[src/rtl/oq_header_parser.sv]
// Snoops the input-FIFO write stream, decodes each packet's IO-queue header into a
// {dst queue, byte length, word length} descriptor and queues it in a small FWFT FIFO.
module oq_header_parser #(
  parameter int DATA_WIDTH          = 64,
  parameter int CTRL_WIDTH          = DATA_WIDTH / 8,
  parameter int NUM_OUTPUT_QUEUES   = 5,
  parameter int NUM_OQ_WIDTH        = $clog2(NUM_OUTPUT_QUEUES),
  parameter int PKT_LEN_WIDTH       = 11,
  parameter int PKT_WORDS_WIDTH     = PKT_LEN_WIDTH - $clog2(CTRL_WIDTH),
  parameter logic [CTRL_WIDTH-1:0] IOQ_CTRL = 8'hFF,
  parameter int DST_FIFO_DEPTH_BITS = 2
) (
  input  logic                       clk,
  input  logic                       reset,
  input  logic                       in_wr,
  input  logic [DATA_WIDTH-1:0]      in_data,
  input  logic [CTRL_WIDTH-1:0]      in_ctrl,
  output logic                       in_rdy,
  output logic                       dst_oq_avail,
  output logic [NUM_OQ_WIDTH-1:0]    parsed_dst_oq,
  output logic [PKT_LEN_WIDTH-1:0]   parsed_pkt_byte_len,
  output logic [PKT_WORDS_WIDTH-1:0] parsed_pkt_word_len,
  input  logic                       rd_dst_oq,
  output logic                       hdr_err,
  output logic                       dst_fifo_ovfl,
  output logic [1:0]                 dbg_state
);

  localparam int DEPTH   = 1 << DST_FIFO_DEPTH_BITS;
  localparam int PW      = DST_FIFO_DEPTH_BITS;
  localparam int CW      = DST_FIFO_DEPTH_BITS + 1;
  localparam int ENTRY_W = NUM_OQ_WIDTH + PKT_LEN_WIDTH + PKT_WORDS_WIDTH;
  localparam logic [CW-1:0] FULL_CNT = CW'(DEPTH);
  localparam logic [CW-1:0] RDY_MAX  = CW'(DEPTH - 2);
  localparam logic [CW-1:0] CNT_ONE  = CW'(1);
  localparam logic [PW-1:0] PTR_ONE  = PW'(1);

  typedef enum logic [1:0] {
    ST_SOP      = 2'd1,
    ST_WAIT_EOP = 2'd2
  } state_t;

  state_t state_q, state_d;
  logic   prev_is_0_q;
  logic   eop;

  logic [NUM_OQ_WIDTH-1:0] dec_idx;
  logic                    dec_found;

  logic               push;
  logic [ENTRY_W-1:0] push_entry;
  logic               hdr_err_d, hdr_err_q;
  logic               ovfl_d, ovfl_q;

  logic [ENTRY_W-1:0] mem_q [DEPTH];
  logic [PW-1:0]      wr_ptr_q, rd_ptr_q;
  logic [CW-1:0]      count_q, count_d;
  logic               in_rdy_q;
  logic               pop_eff, push_ok;
  logic [ENTRY_W-1:0] head;

  logic unused_hdr_bits;
  assign unused_hdr_bits = ^{in_data[31:PKT_LEN_WIDTH],
                             in_data[47:32+PKT_WORDS_WIDTH],
                             in_data[DATA_WIDTH-1:48+NUM_OUTPUT_QUEUES]};

  // Packet end: first non-zero ctrl after a payload word, same rule as the store stage.
  assign eop = in_wr && (in_ctrl != '0) && prev_is_0_q;

  always_comb begin
    dec_found = 1'b0;
    dec_idx   = '0;
    for (int i = NUM_OUTPUT_QUEUES - 1; i >= 0; i--) begin
      if (in_data[48+i]) begin
        dec_found = 1'b1;
        dec_idx   = NUM_OQ_WIDTH'(i);
      end
    end
  end

  always_comb begin
    state_d    = state_q;
    push       = 1'b0;
    push_entry = '0;
    hdr_err_d  = 1'b0;
    case (state_q)
      ST_SOP: begin
        if (in_wr && in_ctrl == IOQ_CTRL) begin
          push       = 1'b1;
          push_entry = {dec_idx, in_data[PKT_LEN_WIDTH-1:0], in_data[32 +: PKT_WORDS_WIDTH]};
          hdr_err_d  = !dec_found;
          state_d    = ST_WAIT_EOP;
        end else if (in_wr && in_ctrl == '0) begin
          // Payload with no header: emit a zero descriptor so descriptors stay 1:1 with packets.
          push      = 1'b1;
          hdr_err_d = 1'b1;
          state_d   = ST_WAIT_EOP;
        end
      end
      ST_WAIT_EOP: begin
        if (eop) state_d = ST_SOP;
      end
      default: state_d = ST_SOP;
    endcase
  end

  assign pop_eff = rd_dst_oq && (count_q != '0);
  assign push_ok = push && ((count_q < FULL_CNT) || pop_eff);
  assign ovfl_d  = push && !push_ok;

  always_comb begin
    count_d = count_q;
    case ({push_ok, pop_eff})
      2'b10:   count_d = count_q + CNT_ONE;
      2'b01:   count_d = count_q - CNT_ONE;
      default: count_d = count_q;
    endcase
  end

  always_ff @(posedge clk) begin
    if (reset) begin
      state_q     <= ST_SOP;
      prev_is_0_q <= 1'b0;
      hdr_err_q   <= 1'b0;
      ovfl_q      <= 1'b0;
      wr_ptr_q    <= '0;
      rd_ptr_q    <= '0;
      count_q     <= '0;
      in_rdy_q    <= 1'b1;
    end else begin
      state_q   <= state_d;
      hdr_err_q <= hdr_err_d;
      ovfl_q    <= ovfl_d;
      count_q   <= count_d;
      in_rdy_q  <= (count_q <= RDY_MAX);
      if (in_wr)   prev_is_0_q <= (in_ctrl == '0);
      if (push_ok) wr_ptr_q    <= wr_ptr_q + PTR_ONE;
      if (pop_eff) rd_ptr_q    <= rd_ptr_q + PTR_ONE;
    end
  end

  always_ff @(posedge clk) begin
    if (push_ok) mem_q[wr_ptr_q] <= push_entry;
  end

  // Head fields read as zero while empty so stale entries never leak out.
  assign head                = dst_oq_avail ? mem_q[rd_ptr_q] : '0;
  assign dst_oq_avail        = (count_q != '0);
  assign parsed_dst_oq       = head[ENTRY_W-1 -: NUM_OQ_WIDTH];
  assign parsed_pkt_byte_len = head[PKT_WORDS_WIDTH +: PKT_LEN_WIDTH];
  assign parsed_pkt_word_len = head[PKT_WORDS_WIDTH-1:0];
  assign in_rdy              = in_rdy_q;
  assign hdr_err             = hdr_err_q;
  assign dst_fifo_ovfl       = ovfl_q;
  assign dbg_state           = state_q;

endmodule

[config.mk]
export PLATFORM = sky130hd
export DESIGN_NAME = oq_header_parser
export DESIGN_NICKNAME = d
export VERILOG_FILES = /design/src/rtl/oq_header_parser.sv
export SDC_FILE = /design/constraint.sdc
export NUM_CORES = 1
export LEC_CHECK = 0
export CAP_MARGIN = 25
export CORE_ASPECT_RATIO = 0.75
export CORE_MARGIN = 5
export CORE_UTILIZATION = 49
export DETAILED_ROUTE_END_ITERATION = 8
export PLACE_DENSITY = 0.79
export SETUP_SLACK_MARGIN = 0.4
export SYNTH_ARGS = -nofsm -noshare
export SYNTH_HDL_FRONTEND = slang
export SYNTH_SLANG_ARGS = --single-unit
[constraint.sdc]
create_clock -name clk -period 2.2 [get_ports clk]
set_input_delay 0.22 -clock clk [delete_from_list [all_inputs] [get_ports clk]]
set_output_delay 0.22 -clock clk [all_outputs]
set_load 0.01 [all_outputs]
==> metrics.md, run 1 <==
| Metric | Value |
|---|---|
| Design area | 5840 um2 |
| Die H | just over 90 um |
| Initial Utilization | 50.2% |
| Largest net degree at the start of global routing | 25 |
| Max clock buf depth | 2 |
| DR pass1 iterations | 4 |
| Initial antenna violation count | 0 |
| Main flop type after synthesis | edfxtp_1 |
| Total number of yosys warnings | 0 |
| Final setup margin | about 0.21 ns |
| Placed instance area | 5320 um2 |
| Row cnt | 29 |
| CP Data Required Time | just under 2 ns |
| Synth Instances | roughly 250 |
| Total CTS buffers | 9 |
| Crit. End Element | primary output |
| Clk_lat worst skew | about 0.34 ns |
| TritonCTS clock tree | built |
| Sink Count | about 100 |
| Pwr Density | roughly 630 nW/um2 |
| Initial DRC count | between 100 and 150 |
| Nets | approximately 440 |
| Mapped Avg Cell Area | between 15 and 20 um2 |
| Post-DP HPWL | roughly 5900 um |
| Non-Filler Instances | 467 |
| Cells along the critical path | buf_12 -> buf_12 -> mux4_2 -> and2_4 -> buf_6 |
| Pleak | slightly below 0.002 uW |
| Unrepaired setup endpoints after global routing | true |
| Crit path max fanout | 5 |
| Slew HR | 60.5% |
| Gr ovfl total | 0 |
| ANT cells | 0 |
| Worst Path Arrival | approximately 1.8 ns |
| Die area | roughly 11000 um2 |
| Final Hold Fails | 0 |
| Kind of critical path | register to primary output |
| Buf+Inv Stages, Crit Path | 3 |
| Worst IR Drop VDD | 0.425 mV |
| Synth unique cells | 35 |
| Layout fillers | 581 |
| Placed cell count | ~440 |
| Crit path top cell by count | buf_12 |
| Routed vias/inst | approximately 5.3 |
| Via count | around 2500 |
| Pre-CTS WS | -0.378 ns |
| Share of layout cells above drive strength 1 | approximately two fifths |
| Post-Synthesis Cell Area | between 4000 and 5000 um2 |
| Tcrit/Tclk final | 90.6% |
| Area growth from synthesis to layout | 37.6% |
| Root buf cell | clkbuf_16 |
| Area share of the largest cell type after synthesis | between 60% and 70% |
| Vias in the first global route | about 2600 |
| Synthesis-stage register bit count | approximately 100 |
| Routed wire length per instance | ~19 um |
| Post-route ant nets | 0 |
| Synth area leaders | edfxtp_1, mux4_2, dfxtp_1 |
| Hold_ws | between 0.3 and 0.4 ns |
| Asr flop ratio synth | 0% |
| Detailed Route WL | slightly below 9000 um |
| DRC Markers | 0 |
| Final Max Tran Viols | 0 |
| Tmin final | around 2 ns |
| IO Pins | between 100 and 150 |
| Global-route wire length before repair | 14000 um |
| I/O Buffers | 63 |
| Final Skew | around 0.0072 ns |
| Total track usage | 17.0% |
| Min-delay worst type | primary input to register |
| Synth Net Count | 327 |
| RePlAce Congestion | about 0.72 |
| Worst-path clk slew | around 0.06 ns |
| CTS H-tree lvls | 3 |
| Biggest area consumer among synthesized cells | edfxtp_1 |
| Highest Clock Rate | 502 MHz |
| Die Wd | roughly 120 um |
| Setup-failing EPs final | 0 |
| Seq/Total Area, Yosys | a little over two thirds |
| Status | complete, no violations |
| Max incr delay on CP | roughly 0.49 ns |
| Core Region | ~8500 um2 |
| Slew of the pin with the lowest slew margin | roughly 0.6 ns |
| Delay-heaviest family, CP | multiplexers |
| Number of flops mapped to enable cells by yosys | roughly 90 |
| Max-cap violations | 0 |
| CP max stage cell | mux4_2 |
| Worst setup SP type | register |
-- layer usage --
| metal | vias up | track usage, % | part of all wire, % |
|---|---|---|---|
| li1 | 1147 | - | - |
| met1 | 1260 | 21.4 | 41 |
| met2 | 65 | 28.4 | 52 |
| met3 | 8 | 5.70 | 5.7 |
| met4 | 0 | 4.35 | 0.76 |
| met5 | - | 0 | 0 |
-- worst min-delay path, stage by stage --
cell and delay (ns):
clkbuf_2 0.11, nor4_4 0.05, nand2_2 0.09, buf_4 0.13, a211oi_1 0.06
-- final cells by class --
type / count / area [um2] / share of cell area, %
inverters: 9 / 33.8 / 0.579
clock buffers: 11 / 233 / 3.99
repair buffers: 107 / 1130 / 19.4
well taps: 108 / 135 / 2.31
multi-input cells: 124 / 1310 / 22.5
flip-flops and latches: 103 / 2950 / 50.6
clock inverters: 5 / 41.3 / 0.707
-- power by group --
group | total (uW) | leakage, uW | internal (uW) | switching [uW]
Combinational | 133 | 0.000964 | 86.9 | 45.6
Clock | 1440 | 0.000127 | 777 | 663
Sequential | 2090 | 0.000837 | 2090 | 1.33
Total | 3660 | 0.00193 | 2950 | 710
-- registers in the layout, summed over array words and instances (netlist names), named ones only --
register and count:
dbg_state 2, in_rdy 1, dst_fifo_ovfl 1, prev_is_0_q 1
rd_ptr_q 2, mem_q 88, hdr_err 1, wr_ptr_q 2
count_q 3
-- path summary, 6_finish.rpt --
| kind | start | to | slack (ns) | cells past startpoint |
|---|---|---|---|---|
| max | register | parsed_pkt_byte_len[1] | 0.21 | 5 |
| min | in_ctrl[1] | hdr_err$_SDFF_PP0_ | 0.37 | 5 |
| max reg2reg | count_q[1]$_SDFFE_PP0P_ | count_q[2]$_SDFFE_PP0P_ | 0.25 | 8 |
| min reg2reg | prev_is_0_q$_SDFFE_PP0P_ | prev_is_0_q$_SDFFE_PP0P_ | 0.49 | 2 |
-- cells in the final DEF (no fill, tap or decap), types with 3 or more instances in the layout --
cell,count
clkbuf_16,9
buf_6,22
a21oi_1,4
dfxtp_1,10
nand2b_1,3
and2_1,25
xor2_1,3
mux4_2,22
dfxtp_2,4
nor2_1,9
edfxtp_1,88
ha_1,4
and2_2,4
and2_4,17
buf_2,8
clkdlybuf4s50_1,31
clkdlybuf4s15_1,4
inv_1,7
buf_12,13
buf_4,25
-- per-stage QoR --
step / TNS, ns / total power, uW / util, %
2_1_floorplan: 0 / 2160 / -
5_1_grt: 0 / 3810 / 69.1
3_5_place_dp: -8.83 / 2260 / 63.0
4_1_cts: 0 / 3700 / 68.3
6_report: 0 / 3660 / 69.1
3_3_place_gp: -3.46 / 2260 / 63.0
-- timing repair --
| item | CTS | global route |
|---|---|---|
| setup endpoints to repair | 138 | 25 |
| setup buffers | 10 | 3 |
| cloned | 1 | 0 |
| hold buffers | 0 | 0 |
| resized for setup | 150 | 20 |
| hold endpoints to repair | 0 | 0 |
| pin swaps | 20 | 9 |
-- synth_stat cells (all sizes together), types with 2 or more instances --
library cell,count
nor4,4
mux4,22
edfxtp,88
clkbuf,7
nand4,2
dfxtp,15
a21oi,6
or3,2
or2,2
ha,5
nor2,10
and2,46
nand3,3
inv,9
nand2b,3
xor2,3
buf,2
nand2,2
-- kinds of logic (layout without fill, tap and decap cells) --
logic type | Yosys count | count (layout) | share of synthesized area [%]
DFF | 103 | 103 | 69.4
and+or+nand+nor | 78 | 78 | 11.7
muxes | 24 | 24 | 12.3
buffers and inverters | 18 | 132 | 1.65
AOI/OAI and AO/OA | 12 | 12 | 2.24
adders and majority gates | 6 | 6 | 1.95
xor gates and xnor gates | 4 | 4 | 0.826
(Power assumes the default switching activity.)
==> inputs of run 2 (changes only) <==
--- a/config.mk
+++ b/config.mk
@@ -5,13 +5,14 @@
 export SDC_FILE = /design/constraint.sdc
 export NUM_CORES = 1
 export LEC_CHECK = 0
-export CAP_MARGIN = 25
 export CORE_ASPECT_RATIO = 0.75
 export CORE_MARGIN = 5
 export CORE_UTILIZATION = 49
 export DETAILED_ROUTE_END_ITERATION = 8
+export MAX_ROUTING_LAYER = met4
 export PLACE_DENSITY = 0.79
 export SETUP_SLACK_MARGIN = 0.4
+export SLEW_MARGIN = 20
 export SYNTH_ARGS = -nofsm -noshare
 export SYNTH_HDL_FRONTEND = slang
 export SYNTH_SLANG_ARGS = --single-unit
==> metrics.md, run 2 (same netlist as run 1, synthesis figures left out) <==
| Metric | Value |
|---|---|
| Hold_ws | around 0.36 ns |
| Die H | a little over 90 um |
| Most common cell after layout, fill and taps aside | edfxtp_1 |
| Crit. End Element | primary output |
| CTS H-tree lvls | 3 |
| Unrepaired setup endpoints after global routing | true |
| RePlAce Congestion | 0.733 |
| Most frequent cells in the layout | edfxtp_1, clkdlybuf4s50_1, and2_1, buf_4 |
| Gr ovfl total | 0 |
| Post-route ant nets | 0 |
| Highest Clock Rate | approximately 500 MHz |
| Row cnt | 29 |
| Final Max Tran Viols | 0 |
| Design area | just under 6000 um2 |
| Layout fillers | around 580 |
| # hold bufs at CTS | 0 |
| ANT cells | 0 |
| CP max stage cell | mux4_2 |
| I/O Buffers | 63 |
| Final Skew | ~0.0064 ns |
| Delay-heaviest family, CP | multiplexers |
| Share of layout cells above drive strength 1 | roughly two fifths |
| Routed vias/inst | between 5 and 6 |
| Total track usage | 17.5% |
| Buf+Inv Stages, Crit Path | 3 |
| Pre-CTS WS | -0.378 ns |
| Root buf cell | clkbuf_16 |
| Crit path max fanout | 5 |
| Sink Count | about 100 |
| Largest registers | mem_q (88), count_q (3) |
| Largest net degree at the start of global routing | 25 |
| Crit path top cell by count | buf_12 |
| IO Pins | ~100 |
| Final setup margin | a little over 0.2 ns |
| Kind of critical path | register to primary output |
| Slew HR | 60.1% |
| Tmin final | approximately 2.0 ns |
| Tcrit/Tclk final | approximately nine tenths |
| Max incr delay on CP | around 0.49 ns |
| Worst Path Arrival | 1.77 ns |
| Initial DRC count | roughly 150 |
| Min-delay worst type | primary input to register |
| Worst setup SP type | register |
| Final Hold Fails | 0 |
| Initial Utilization | approximately 50% |
| TritonCTS clock tree | built |
| Pleak | between 0.0015 and 0.002 uW |
| Worst-path clk slew | roughly 0.060 ns |
| DR pass1 iterations | 4 |
| CP Data Required Time | 1.98 ns |
| Register name with the most flops | mem_q |
| Slew of the pin with the lowest slew margin | approximately 0.59 ns |
| Die area | between 10000 and 15000 um2 |
| Pwr Density | 628 nW/um2 |
| Core Region | between 8000 and 9000 um2 |
| Global-route wire length before repair | 14000 um |
| Total CTS buffers | 9 |
| Die Wd | ~120 um |
| Initial antenna violation count | 0 |
| Setup-failing EPs final | 0 |
| Max clock buf depth | 2 |
| Placed cell count | 437 |
| Nets | 436 |
| Vias in the first global route | roughly 2600 |
| Status | complete, no violations |
| Largest register FFs | slightly below 90 |
| Detailed Route WL | slightly below 9000 um |
| Via count | between 2000 and 2500 |
| DRC Markers | 0 |
| Cells along the critical path | buf_12 -> buf_12 -> mux4_2 -> and2_4 -> buf_6 |
| Area growth from synthesis to layout | 37.6% |
| Routed wire length per instance | about 19 um |
| Worst R2R Setup Slack | 0.26 ns |
| Placed instance area | approximately 5300 um2 |
| Worst IR Drop VDD | between 0.4 and 0.5 mV |
| Post-layout util | around 70% |
| Post-DP HPWL | 5850 um |
| Max-cap violations | 0 |
| Non-Filler Instances | between 400 and 500 |
| Clk_lat worst skew | ~0.34 ns |
==> run 2: per-layer routing <==
metal  track usage, %  vias to the layer above  wire (um)
met2             28.4                       53       4560
li1                 -                     1149          -
met3             5.26                        8        345
met1             21.6                     1257       3690
met5                -                        -          0
met4             4.35                        0         95
==> run 2: layout make-up <==
| cell class | instances | area [um2] | area share, % |
|---|---|---|---|
| clock buffers | 11 | 233 | 3.99 |
| flip-flops and latches | 103 | 2950 | 50.6 |
| clock inverters | 5 | 41.3 | 0.707 |
| well taps | 108 | 135 | 2.31 |
| repair buffers | 107 | 1130 | 19.4 |
| multi-input cells | 124 | 1310 | 22.5 |
| inverters | 9 | 33.8 | 0.579 |
==> run 2: worst reg2reg max path, stage by stage, from the launching register on <==
cell	delay, ns
dfxtp_2	0.34
or3_4	0.39
and2_4	0.19
ha_4	0.16
inv_2	0.05
fa_2	0.18
xor2_1	0.08
or3_1	0.33
a21oi_2	0.14
==> run 2: power breakdown <==
part	leakage (uW)	total (uW)	switching [uW]	internal, uW
combinational	0.000964	132	45.5	86.9
clock	0.000127	1440	667	777
sequential	0.000837	2090	1.32	2090
==> run 2: path summary, 6_finish.rpt <==
| kind | start | endpoint | depth (start not counted) |
|---|---|---|---|
| min reg2reg | prev_is_0_q$_SDFFE_PP0P_ | prev_is_0_q$_SDFFE_PP0P_ | 2 |
| max | register | parsed_pkt_byte_len[1] | 5 |
| min | in_ctrl[1] | hdr_err$_SDFF_PP0_ | 5 |
| max reg2reg | count_q[1]$_SDFFE_PP0P_ | count_q[2]$_SDFFE_PP0P_ | 8 |
==> run 2: repair_timing <==
action | CTS | global route
setup buffers | 10 | 3
setup endpoints to repair | 138 | 25
cloned | 1 | 0
resized for setup | 150 | 20
pin swaps | 20 | 9
==> run 2: stage by stage <==
stage          setup TNS (ns)  power (uW)
2_1_floorplan               0        2160
5_1_grt                     0        3810
3_5_place_dp            -8.83        2260
6_report                    0        3670
3_3_place_gp            -3.46        2260
4_1_cts                     0        3700
==> inputs of run 3 (changes only) <==
--- a/config.mk
+++ b/config.mk
@@ -6,12 +6,13 @@
 export NUM_CORES = 1
 export LEC_CHECK = 0
 export CORE_ASPECT_RATIO = 0.75
-export CORE_MARGIN = 5
+export CORE_MARGIN = 2
 export CORE_UTILIZATION = 49
 export DETAILED_ROUTE_END_ITERATION = 8
+export GPL_TIMING_DRIVEN = 0
 export MAX_ROUTING_LAYER = met4
 export PLACE_DENSITY = 0.79
-export SETUP_SLACK_MARGIN = 0.4
+export SETUP_SLACK_MARGIN = 0.1
 export SLEW_MARGIN = 20
 export SYNTH_ARGS = -nofsm -noshare
 export SYNTH_HDL_FRONTEND = slang
==> metrics.md, run 3 (same netlist as run 1, synthesis figures left out) <==
| Metric | Value |
|---|---|
| Hold_ws | approximately 0.48 ns |
| I/O Buffers | 63 |
| Slew HR | 55.3% |
| Largest registers | mem_q (88), count_q (3) |
| Worst Path Arrival | around 1.8 ns |
| Share of layout cells above drive strength 1 | around a quarter |
| Setup-failing EPs final | 0 |
| Global-route wire length before repair | 12500 um |
| Max incr delay on CP | about 0.48 ns |
| Crit. End Element | primary output |
| CP max stage cell | mux4_2 |
| Initial DRC count | between 100 and 150 |
| Design area | between 5000 and 6000 um2 |
| Crit. path cell count | 4 |
| Routed wire length per instance | 18.3 um |
| ANT cells | 0 |
| Unrepaired setup endpoints after global routing | true |
| Final Max Tran Viols | 0 |
| Final Hold Fails | 0 |
| DR pass1 iterations | 4 |
| Placed cell count | 417 |
| Post-route ant nets | 0 |
| Initial antenna violation count | 0 |
| Worst setup SP type | register |
| Post-DP HPWL | roughly 5300 um |
| Status | complete, no violations |
| Die Wd | approximately 110 um |
| Kind of critical path | register to primary output |
| CTS H-tree lvls | 3 |
| Min-delay worst type | primary input to register |
| TritonCTS clock tree | built |
| Via count | approximately 2400 |
| Largest net degree at the start of global routing | 23 |
| Most common cell after layout, fill and taps aside | edfxtp_1 |
| Max clock buf depth | 2 |
| Placed instance area | 5020 um2 |
| Die area | roughly 9400 um2 |
| Routed vias/inst | between 5 and 6 |
| Delay-heaviest family, CP | multiplexers |
| Pwr Density | roughly 670 nW/um2 |
| Nets | around 420 |
| Worst-path clk slew | 0.07 ns |
| Die H | approximately 85 um |
| Crit path max fanout | 5 |
| Buf+Inv Stages, Crit Path | 2 |
| Sink Count | 103 |
| Initial Utilization | between 50% and 60% |
| Tcrit/Tclk final | between 90% and 100% |
| Reg-to-Reg End | count_q[2]$_SDFFE_PP0P_ |
| Largest register FFs | roughly 90 |
| Total CTS buffers | 9 |
| R2R depth | 8 |
| Cells along the critical path | clkbuf_16 -> mux4_2 -> and2_1 -> dlygate4sd2_1 |
| Clk_lat worst skew | approximately 0.34 ns |
| Slew of the pin with the lowest slew margin | 0.664 ns |
| Worst setup endpoint | parsed_pkt_byte_len[4] |
| Max-cap violations | 0 |
| Power consumption | around 3700 uW |
| Accumulated negative setup slack | 0 ns |
| Total track usage | 18.3% |
| Gr ovfl total | 0 |
| IO Pins | approximately 100 |
| Non-Filler Instances | about 450 |
| Tmin final | 2.06 ns |
| Worst IR Drop VDD | between 0.4 and 0.5 mV |
| Row cnt | 29 |
| Worst R2R Setup Slack | about 0.19 ns |
| Vias in the first global route | roughly 2400 |
| Root buf cell | clkbuf_16 |
| Highest Clock Rate | between 400 and 500 MHz |
| CP Data Required Time | around 2.0 ns |
| Most frequent cells in the layout | edfxtp_1, and2_1, clkdlybuf4s50_1 |
| Pleak | approximately 0.0018 uW |
| # hold bufs at CTS | 0 |
| RePlAce Congestion | between 0.7 and 0.8 |
| R2r startpoint | count_q[0]$_SDFFE_PP0P_ |
| Core Region | ~8400 um2 |
| Detailed Route WL | slightly above 8000 um |
| DRC Markers | 0 |
| Register name with the most flops | mem_q |
| Area growth from synthesis to layout | 29.1% |
| Final Skew | 0.00867 ns |
-- run 3: stage by stage --
step / worst slack (ns) / utilization [%]
2_1_floorplan: 0.166 / -
3_3_place_gp: -0.762 / 59.5
3_5_place_dp: -0.850 / 59.7
4_1_cts: 0.0988 / 64.3
5_1_grt: 0.0491 / 65.0
6_report: 0.141 / 65.0
-- run 3: power by group --
group	leakage, uW	internal, uW	switching [uW]
registers	0.000836	2090	1.33
clock network	0.000134	777	693
logic	0.000803	72.4	40.7
-- run 3: worst register-to-register path, stage by stage (launching register included) --
cell,delay [ns]
dfxtp_1,0.38
or3_4,0.19
and2_1,0.22
ha_4,0.17
inv_2,0.04
fa_2,0.35
xor2_1,0.15
or3_1,0.32
a21oi_2,0.13
-- run 3: timing repair --
item	4_1_cts	5_1_grt
endpoints found under the setup margin	113	23
resized for setup	83	21
pin swaps	5	7
cloned	0	1
setup buffers	9	4
-- run 3: final cells by class --
| cell class | instances | area [um2] |
|---|---|---|
| Buffer | 9 | 81.3 |
| Clock inverter | 7 | 55.1 |
| Multi-Input combinational cell | 124 | 1270 |
| Sequential cell | 103 | 2950 |
| Tap cell | 108 | 135 |
| Inverter | 9 | 33.8 |
| Fill cell | 612 | 2940 |
| Timing Repair Buffer | 78 | 722 |
| Clock buffer | 9 | 225 |
-- run 3: worst min-delay path by stage --
stage | from | to | slack [ns] | cells past startpoint
global placement | prev_is_0_q$_SDFFE_PP0P_ | prev_is_0_q$_SDFFE_PP0P_ | 0.46 | 2
detailed placement | prev_is_0_q$_SDFFE_PP0P_ | prev_is_0_q$_SDFFE_PP0P_ | 0.47 | 2
global route | in_ctrl[1] | prev_is_0_q$_SDFFE_PP0P_ | 0.50 | 5
floorplan | reset | in_rdy$_SDFF_PP1_ | 0.33 | 1
finish | in_ctrl[1] | prev_is_0_q$_SDFFE_PP0P_ | 0.48 | 5
CTS | in_ctrl[1] | hdr_err$_SDFF_PP0_ | 0.44 | 4
-- run 3: layer usage --
metal,track usage (%),share of wire [%],routed length [um],vias to the layer above
li1,-,-,-,1111
met1,23.6,45,3680,1171
met2,29.6,49,4060,72
met3,4.55,5.0,407,7
met4,4.71,0.68,56,0
met5,-,0,0,-
